`config.mk`:
```
export PLATFORM = sky130hd
export DESIGN_NAME = alu_exception_unit
export DESIGN_NICKNAME = d
export VERILOG_FILES = /design/src/rtl/alu_exception_unit.sv
export SDC_FILE = /design/constraint.sdc
export NUM_CORES = 1
export LEC_CHECK = 0
export ABC_AREA = 1
export CAP_MARGIN = 20
export CORE_ASPECT_RATIO = 1.25
export CORE_MARGIN = 8
export CORE_UTILIZATION = 44
export CTS_CLUSTER_DIAMETER = 50
export CTS_CLUSTER_SIZE = 25
export DETAILED_ROUTE_END_ITERATION = 6
export GPL_TIMING_DRIVEN = 0
export PLACE_DENSITY_LB_ADDON = 0.15
export RECOVER_POWER = 25
export SLEW_MARGIN = 20
export SYNTH_ARGS = -nofsm -noshare
export SYNTH_HDL_FRONTEND = slang
export SYNTH_SLANG_ARGS = --single-unit
```
`constraint.sdc`:
```
create_clock -name clk -period 2.3 [get_ports clk]
set_input_delay 0.23 -clock clk [delete_from_list [all_inputs] [get_ports clk]]
set_output_delay 0.23 -clock clk [all_outputs]
set_load 0.1 [all_outputs]
```
`src/rtl/alu_exception_unit.sv`:
```
// Exception detector for committed ALU ops: captures cause/EPC, requests the trap
// handler, counts exceptions lost while busy and keeps sticky ALU status for debug.
module alu_exception_unit #(
  parameter int PC_W  = 32,
  parameter int CNT_W = 8
) (
  input  logic             clk,
  input  logic             reset,
  input  logic             alu_valid,
  input  logic [3:0]       alu_control,
  input  logic [7:0]       alu_status,
  input  logic [PC_W-1:0]  pc_in,
  input  logic [2:0]       exc_en,
  input  logic             exc_ack,
  input  logic             exc_ret,
  input  logic             flag_clr,
  output logic             exc_req,
  output logic             flush,
  output logic [3:0]       cause,
  output logic [PC_W-1:0]  epc,
  output logic             in_handler,
  output logic [7:0]       sticky_flags,
  output logic [CNT_W-1:0] dropped_cnt
);

  typedef enum logic [1:0] {
    S_IDLE    = 2'd0,
    S_PENDING = 2'd1,
    S_SERVICE = 2'd2
  } state_t;

  localparam logic [3:0] CTRL_DIV  = 4'd4;
  localparam logic [3:0] CTRL_MUL  = 4'd5;
  localparam logic [3:0] CTRL_LDW  = 4'd12;
  localparam logic [3:0] CTRL_LDWN = 4'd13;

  localparam logic [3:0] CAUSE_NONE     = 4'd0;
  localparam logic [3:0] CAUSE_DIVZ     = 4'd1;
  localparam logic [3:0] CAUSE_MISALIGN = 4'd2;
  localparam logic [3:0] CAUSE_MULOVF   = 4'd3;

  state_t r_state;
  state_t w_state_nxt;

  logic             w_divz;
  logic             w_misalign;
  logic             w_mulovf;
  logic             w_hit;
  logic [3:0]       w_cause;
  logic             w_capture;
  logic             w_drop;

  logic             r_flush;
  logic [3:0]       r_cause;
  logic [PC_W-1:0]  r_epc;
  logic [CNT_W-1:0] r_dropped;
  logic [7:0]       r_sticky;

  // Opcode 12 expects the align bit set, opcode 13 expects it clear.
  always_comb begin
    w_divz     = alu_valid && exc_en[0] && (alu_control == CTRL_DIV) && alu_status[2];
    w_misalign = alu_valid && exc_en[1] &&
                 (((alu_control == CTRL_LDW)  && !alu_status[3]) ||
                  ((alu_control == CTRL_LDWN) &&  alu_status[3]));
    w_mulovf   = alu_valid && exc_en[2] && (alu_control == CTRL_MUL) && alu_status[6];
    w_hit      = w_divz || w_misalign || w_mulovf;

    if (w_misalign)   w_cause = CAUSE_MISALIGN;
    else if (w_divz)  w_cause = CAUSE_DIVZ;
    else if (w_mulovf) w_cause = CAUSE_MULOVF;
    else              w_cause = CAUSE_NONE;
  end

  // NOTE: every signal driven here gets a default before the case so no latch is inferred.
  always_comb begin
    w_state_nxt = r_state;
    w_capture   = 1'b0;
    w_drop      = 1'b0;
    exc_req     = 1'b0;
    in_handler  = 1'b0;
    unique case (r_state)
      S_IDLE: begin
        if (w_hit) begin
          w_capture   = 1'b1;
          w_state_nxt = S_PENDING;
        end
      end
      S_PENDING: begin
        exc_req = 1'b1;
        w_drop  = w_hit;
        if (exc_ack) w_state_nxt = S_SERVICE;
      end
      S_SERVICE: begin
        in_handler = 1'b1;
        w_drop     = w_hit;
        if (exc_ret) w_state_nxt = S_IDLE;
      end
      default: w_state_nxt = S_IDLE;
    endcase
  end

  // NOTE: sequential state uses non-blocking assignments so all registers update together.
  always_ff @(posedge clk or posedge reset) begin
    if (reset) r_state <= S_IDLE;
    else       r_state <= w_state_nxt;
  end

  always_ff @(posedge clk or posedge reset) begin
    if (reset) begin
      r_flush   <= 1'b0;
      r_cause   <= CAUSE_NONE;
      r_epc     <= '0;
      r_dropped <= '0;
      r_sticky  <= '0;
    end else begin
      r_flush <= w_capture;
      if (w_capture) begin
        r_cause <= w_cause;
        r_epc   <= pc_in;
      end
      if (w_drop && (r_dropped != {CNT_W{1'b1}}))
        r_dropped <= r_dropped + CNT_W'(1);
      // A clear and a new status in the same cycle keeps the new status.
      r_sticky <= (flag_clr ? 8'h00 : r_sticky) | (alu_valid ? alu_status : 8'h00);
    end
  end

  assign flush        = r_flush;
  assign cause        = r_cause;
  assign epc          = r_epc;
  assign dropped_cnt  = r_dropped;
  assign sticky_flags = r_sticky;

endmodule

```
==> results by group, run 1 <==
Run status
  – Outcome: completed

Global route
  – First-pass GRT wire length: 10200 um
  – GR Util All Layers: 16.1%
  – Largest net degree at the start of global routing: 54
  – Number of global-route vias before repair: 2197
  – GRT Residual Overflow: 0
  – Antenna violations before repair: 0

Die
  – Die area: 7950 um^2
  – Die width: 81.4 um
  – I/O pins: 108
  – Die height: 97.7 um
  – # rows: 29
  – Starting density of the core: 45.9%
  – Core area: 5120 um^2

CTS
  – CTS buffer count: 5
  – Worst-Skew Late Latency: 300 ps
  – Clk buf depth: 2
  – Hold-fix buffers, CTS: 0
  – H-tree levels: 2
  – Clock-pin slew on the worst setup and hold paths: 90 ps
  – Root buffer cell: clkbuf_8
  – Clk sink count: 53
  – CTS tree: built

Detailed routing
  – Final WL: 6310 um
  – Remaining DRCs: 0
  – Wire per inst: 14.0 um
  – Vias/cell: 4.61
  – DR vias: 2081
  – First-iteration detailed-routing DRC count: 101
  – First-pass DRT Iterations: 4
  – Routed Antenna Nets: 0

Placement
  – IO Port Bufs: 104
  – Cell area after placement: 3470 um^2
  – Final HPWL DP: 4890 um
  – Routability cong.: 0.777
  – Pre-CTS WS: 254 ps
  – Dpl cells: 443

Power
  – Leakage power: 1.79 nW
  – PnR Total Power: 5.24 mW
  – Max IR drop VDD: 0.859 mV
  – Cell Pwr Density: 1480 nW/um^2

Cells and area
  – Nets: 445
  – Synth-to-Final Area Change: 51.2%
  – Layout cells sized above 1: 6.17%
  – Most frequent cells in the layout: 141 x nand2_1, 100 x clkdlybuf4s50_1, 53 x dfrtp_1, 22 x inv_1
  – Ant diodes: 0
  – Post-Layout Cell Count: 451
  – Final instance area: 3550 um^2
  – Most common cell after layout, fill and taps aside: nand2_1

Critical path
  – CP top delay family: buffers and inverters
  – Setup crit start: dropped_cnt[4]$_DFFE_PP0P_
  – Reg-to-Reg Start: dropped_cnt[0]$_DFFE_PP0P_
  – Reg2reg setup slack: 700 ps
  – Crit Path Class: flop to output port
  – CP max-delay cell: clkdlybuf4s50_1
  – Worst Path Arrival: 1950 ps
  – Crit end category: output port
  – Startpoint types: flop
  – Data required, critical path: 2070 ps
  – Crit-path cells: clkdlybuf4s50_1
  – CP bufs+invs: 1
  – Critical path's largest stage delay: 1180 ps
  – Reg2reg end: dropped_cnt[5]$_DFFE_PP0P_
  – Crit Path Max Fanout: 6
  – Worst reg2reg path depth: 7

STA
  – Post-layout min period: 2180 ps
  – Endpoints failing setup: 0
  – Hold_ws: 210 ps
  – Worst setup margin: 121 ps
  – Rel. slew slack: 26.9%
  – Pins Over Slew Limit: 0
  – Fmax achieved: 459 MHz
  – Final hold vios: 0
  – Clk_skew: 6.62 ps
  – Worst Tran Pin Value: 1090 ps
  – Unrepaired setup endpoints after global routing: no
  – Final period util: 94.7%

Synthesis
  – Average size of a mapped cell: 8.51 um^2
  – Ys Warns: 0
  – Post-synthesis cell count: 276
  – Synth cell types: 25
  – Seq/Total Area, Yosys: 56.4%
  – Mapped cell area: 2350 um^2
  – Register bit count reported by yosys: 53

Flow run
  – Max-cap violation count: 0

Worst hold path
  – Min-Delay Path Class: input port to flop
  – Hold Crit Endpoint: sticky_flags[5]$_DFF_PP0_
  – HP Start: alu_valid
  – WHS Path Cells: 3
## sequential cells by signal, summed over array words and instances (netlist names)
signal,flops
cause,2
dropped_cnt,8
epc,32
flush,1
r_state,2
sticky_flags,8
## worst max-delay path by stage
stage,endpoint,slack [ps],cells after the start
floorplan,dropped_cnt[5]$_DFFE_PP0P_,220,7
global route,dropped_cnt[4],80,1
detailed placement,exc_req,250,3
finish,dropped_cnt[4],120,1
global placement,sticky_flags[0]$_DFF_PP0_,-240,2
CTS,dropped_cnt[4],90,1
## cell type report
type / count / area [um^2]
fillers: 440 / 1560
flip-flops and latches: 53 / 1330
repair buffers: 104 / 1040
multi-input cells: 190 / 856
inverters: 24 / 95.1
well taps: 62 / 77.6
plain buffers: 10 / 76.3
clock buffers: 6 / 72.6
clock inverters: 2 / 10.0
## synth_stat cells
| cell | instances | area, um^2 |
|---|---|---|
| a21o_1 | 1 | 7.51 |
| buf_2 | 4 | 20.0 |
| buf_4 | 3 | 22.5 |
| buf_6 | 3 | 33.8 |
| clkinv_4 | 1 | 8.76 |
| conb_1 | 1 | 3.75 |
| dfrtp_1 | 53 | 1330 |
| ha_1 | 4 | 50.1 |
| inv_1 | 23 | 86.3 |
| nand2_1 | 141 | 529 |
| nand2_2 | 1 | 6.26 |
| nand2_4 | 1 | 11.3 |
| nand3_1 | 8 | 40.0 |
| nand3_2 | 1 | 10.0 |
| nand3_4 | 1 | 17.5 |
| nand4_1 | 4 | 25.0 |
| nor2_1 | 5 | 18.8 |
| nor2_2 | 1 | 6.26 |
| nor3_1 | 1 | 5.00 |
| o21a_1 | 1 | 7.51 |
| o21ai_0 | 8 | 40.0 |
| o21ai_1 | 3 | 15.0 |
| o22ai_1 | 1 | 6.26 |
| xnor2_1 | 4 | 35.0 |
| xor2_1 | 2 | 17.5 |
## where the power goes
| group | internal [mW] | switching, mW |
|---|---|---|
| clock network | 0.212 | 0.296 |
| registers | 1.22 | 0.159 |
| logic | 0.721 | 2.63 |
| total | 2.15 | 3.09 |
## per-layer routing
layer / global-route usage [%] / vias to the layer above / wire, um
met5: 0 / - / 0
met3: 3.98 / 11 / 429
met1: 18.5 / 944 / 2590
met2: 27.6 / 65 / 3130
met4: 5.38 / 0 / 155
li1: - / 1061 / -
## timing repair
| action | CTS | global route |
|---|---|---|
| endpoints found under the setup margin | 2 | 0 |
| buffers inserted | 0 | 0 |
| resized for setup | 2 | 0 |
## kinds of logic (layout without fill, tap and decap cells)
group                      Yosys count  count (layout)  share of synthesized area [%]
other                                1               2                          0.160
DFF                                 53              53                           56.4
xor gates and xnor gates             6               6                           2.24
and+or+nand+nor                    164             164                           28.5
adders and majority gates            4               4                           2.13
buffers and inverters               34             146                           7.29
AOI/OAI and AO/OA                   14              14                           3.25
## metrics by stage
step / utilization, % / TNS [ps]
2_1_floorplan: - / 0
3_3_place_gp: 67.9 / -12790
3_5_place_dp: 67.9 / 0
4_1_cts: 69.5 / 0
5_1_grt: 69.4 / 0
6_report: 69.4 / 0
Power figures use the tool's default switching activity.
==> run 2: changes to the inputs <==
Settings changed: CORE_MARGIN 8 to 5.
==> results by group, run 2 (synthesized netlist as in run 1, its figures left out) <==
Critical path
  – Worst Path Arrival: 1970 ps (was 1950 ps)
  – Critical path's largest stage delay: 1200 ps (was 1180 ps)
  – CP top delay family: buffers and inverters (unchanged)
  – Crit Path Class: flop to output port (unchanged)
  – Startpoint types: flop (unchanged)
  – Crit end category: output port (unchanged)
  – Reg-to-Reg Start: dropped_cnt[0]$_DFFE_PP0P_ (unchanged)
  – CP bufs+invs: 1 (unchanged)
  – Crit Path Max Fanout: 6 (unchanged)
  – Crit-path cells: clkdlybuf4s50_1 (unchanged)
  – Worst reg2reg path depth: 7 (unchanged)
  – Data required, critical path: 2070 ps (about the same)
  – Reg2reg setup slack: 720 ps (was 700 ps)
  – Reg2reg end: dropped_cnt[4]$_DFFE_PP0P_ (was dropped_cnt[5]$_DFFE_PP0P_)
  – CP max-delay cell: clkdlybuf4s50_1 (unchanged)

Cells and area
  – Most frequent cells in the layout: 141 x nand2_1, 100 x clkdlybuf4s50_1, 53 x dfrtp_1, 22 x inv_1 (unchanged)
  – Ant diodes: 0 (unchanged)
  – Filler cells: 419 (was 440)
  – Synth-to-Final Area Change: 52.6% (was 51.2%)
  – Max reg flops: 32 (unchanged)
  – Most common cell after layout, fill and taps aside: nand2_1 (unchanged)
  – Nets: 445 (unchanged)
  – Layout cells sized above 1: 6.17% (unchanged)
  – Post-Layout Cell Count: 451 (unchanged)
  – Final instance area: 3590 um^2 (was 3550 um^2)

Die
  – # rows: 29 (unchanged)
  – Starting density of the core: 45.9% (unchanged)
  – Die area: 6910 um^2 (was 7950 um^2)
  – I/O pins: 108 (unchanged)
  – Core area: 5120 um^2 (unchanged)
  – Die height: 91.7 um (was 97.7 um)
  – Die width: 75.4 um (was 81.4 um)

Placement
  – Routability cong.: 0.775 (was 0.777)
  – Cell area after placement: 3470 um^2 (unchanged)
  – IO Port Bufs: 104 (unchanged)
  – Dpl cells: 443 (unchanged)
  – Pre-CTS WS: 263 ps (was 254 ps)
  – Final HPWL DP: 4480 um (was 4890 um)

Power
  – Psw: 3.08 mW (was 3.09 mW)
  – Seq pwr share: 25.7% (was 26.3%)
  – Max IR drop VDD: 0.597 mV (was 0.859 mV)
  – Int Pwr: 2.30 mW (was 2.15 mW)
  – Clock power frac: 12.0% (was 9.7%)
  – Switch share: 57.2% (was 58.9%)
  – PnR Total Power: 5.37 mW (was 5.24 mW)
  – Leakage power: 1.80 nW (was 1.79 nW)
  – Cell Pwr Density: 1500 nW/um^2 (was 1480 nW/um^2)
  – Gate power share: 62.3% (was 64.0%)

Global route
  – GRT Residual Overflow: 0 (unchanged)
  – First-pass GRT wire length: 9390 um (was 10200 um)
  – GR Util All Layers: 17.4% (was 16.1%)
  – Largest net degree at the start of global routing: 54 (unchanged)
  – Number of global-route vias before repair: 2016 (was 2197)
  – Antenna violations before repair: 0 (unchanged)

Detailed routing
  – Final WL: 5850 um (was 6310 um)
  – Vias/cell: 4.63 (was 4.61)
  – Metal2 WL: 2940 um (was 3130 um)
  – Routed Antenna Nets: 0 (unchanged)
  – Wire per inst: 13.0 um (was 14.0 um)
  – First-iteration detailed-routing DRC count: 136 (was 101)
  – DR top layer: met4 (unchanged)
  – DR vias: 2090 (was 2081)
  – Remaining DRCs: 0 (unchanged)
  – Met3 WL post-DR: 538 um (was 429 um)
  – M1 WL: 2300 um (was 2590 um)
  – First-pass DRT Iterations: 4 (unchanged)

STA
  – Post-layout min period: 2200 ps (was 2180 ps)
  – Unrepaired setup endpoints after global routing: no (unchanged)
  – Worst Tran Pin Value: 1100 ps (was 1090 ps)
  – Clk_skew: 6.96 ps (was 6.62 ps)
  – Pins Over Slew Limit: 0 (unchanged)
  – Final period util: 95.6% (was 94.7%)
  – Worst setup margin: 100 ps (was 121 ps)
  – Final hold vios: 0 (unchanged)
  – Fmax achieved: 455 MHz (was 459 MHz)
  – Endpoints failing setup: 0 (unchanged)
  – Hold_ws: 203 ps (was 210 ps)
  – Rel. slew slack: 26.7% (was 26.9%)

CTS
  – Worst-Skew Late Latency: 300 ps (about the same)
  – Post-CTS Setup Inserts: 0 (unchanged)
  – Clk sink count: 53 (unchanged)
  – CTS resizes: 2 (unchanged)
  – Clk buf depth: 2 (unchanged)
  – CTS tree: built (unchanged)
  – Clock-pin slew on the worst setup and hold paths: 90 ps (about the same)
  – H-tree levels: 2 (unchanged)
  – CTS buffer count: 5 (unchanged)
  – Hold-fix buffers, CTS: 0 (unchanged)
  – Root buffer cell: clkbuf_8 (unchanged)

Run status
  – Outcome: completed (unchanged)

Worst hold path
  – WHS Path Cells: 3 (unchanged)
  – HP Start: alu_valid (unchanged)
  – Min-Delay Path Class: input port to flop (unchanged)
  – Hold Crit Endpoint: sticky_flags[1]$_DFF_PP0_ (was sticky_flags[5]$_DFF_PP0_)

Flow run
  – Max-cap violation count: 0 (unchanged)
## run 2: area by class of cell
type	instances	area [um^2]	share of cell area (%)
well taps	62	77.6	2.16
flip-flops and latches	53	1330	37.0
multi-input cells	190	856	23.9
clock buffers	7	86.3	2.41
plain buffers	10	76.3	2.13
clock inverters	1	30.0	0.837
inverters	24	95.1	2.65
repair buffers	104	1040	29.0
## run 2: layer usage
layer	vias to the layer above	GRT usage (%)
met5	-	0
met4	0	5.98
met3	6	4.38
met1	952	21.5
met2	73	28.8
li1	1059	-
## run 2: per-stage QoR
| step | utilization, % | TNS [ps] |
|---|---|---|
| final | 70.1 | 0 |
| after floorplan | - | 0 |
| after global placement | 67.9 | -12090 |
| after detailed placement | 67.9 | 0 |
| after CTS | 70.1 | 0 |
| after global routing | 70.1 | 0 |
## run 2: worst max-delay path by stage
stage / from / end / slack [ps] / cells after the start
2_1_floorplan: dropped_cnt[0]$_DFFE_PP0P_ / dropped_cnt[5]$_DFFE_PP0P_ / 220 / 7
6_report: dropped_cnt[5]$_DFFE_PP0P_ / dropped_cnt[5] / 100 / 1
4_1_cts: dropped_cnt[5]$_DFFE_PP0P_ / dropped_cnt[5] / 80 / 1
3_5_place_dp: r_state[1]$_DFFE_PP0P_ / exc_req / 260 / 3
3_3_place_gp: reset / epc[1]$_DFFE_PP0P_ / -230 / 2
5_1_grt: dropped_cnt[5]$_DFFE_PP0P_ / dropped_cnt[5] / 60 / 1
## run 2: worst register-to-register path, cell delays in order (launching register included)
cell and delay, ps:
dfrtp_1 430, ha_1 260, nand2_1 110, o21a_1 250
nand2_1 100, buf_2 190, nand2_1 80, nand2_1 60
## run 2: power by group through the flow
| stage | Combinational (mW) | Sequential [mW] | Clock (mW) |
|---|---|---|---|
| finish | 3.35 | 1.38 | 0.645 |
| global route | 3.46 | 1.42 | 0.705 |
| CTS | 3.37 | 1.38 | 0.666 |
| detailed placement | 3.37 | 1.40 | 0 |
| global placement | 3.35 | 1.38 | 0 |
| floorplan | 0.452 | 3.49 | 0 |
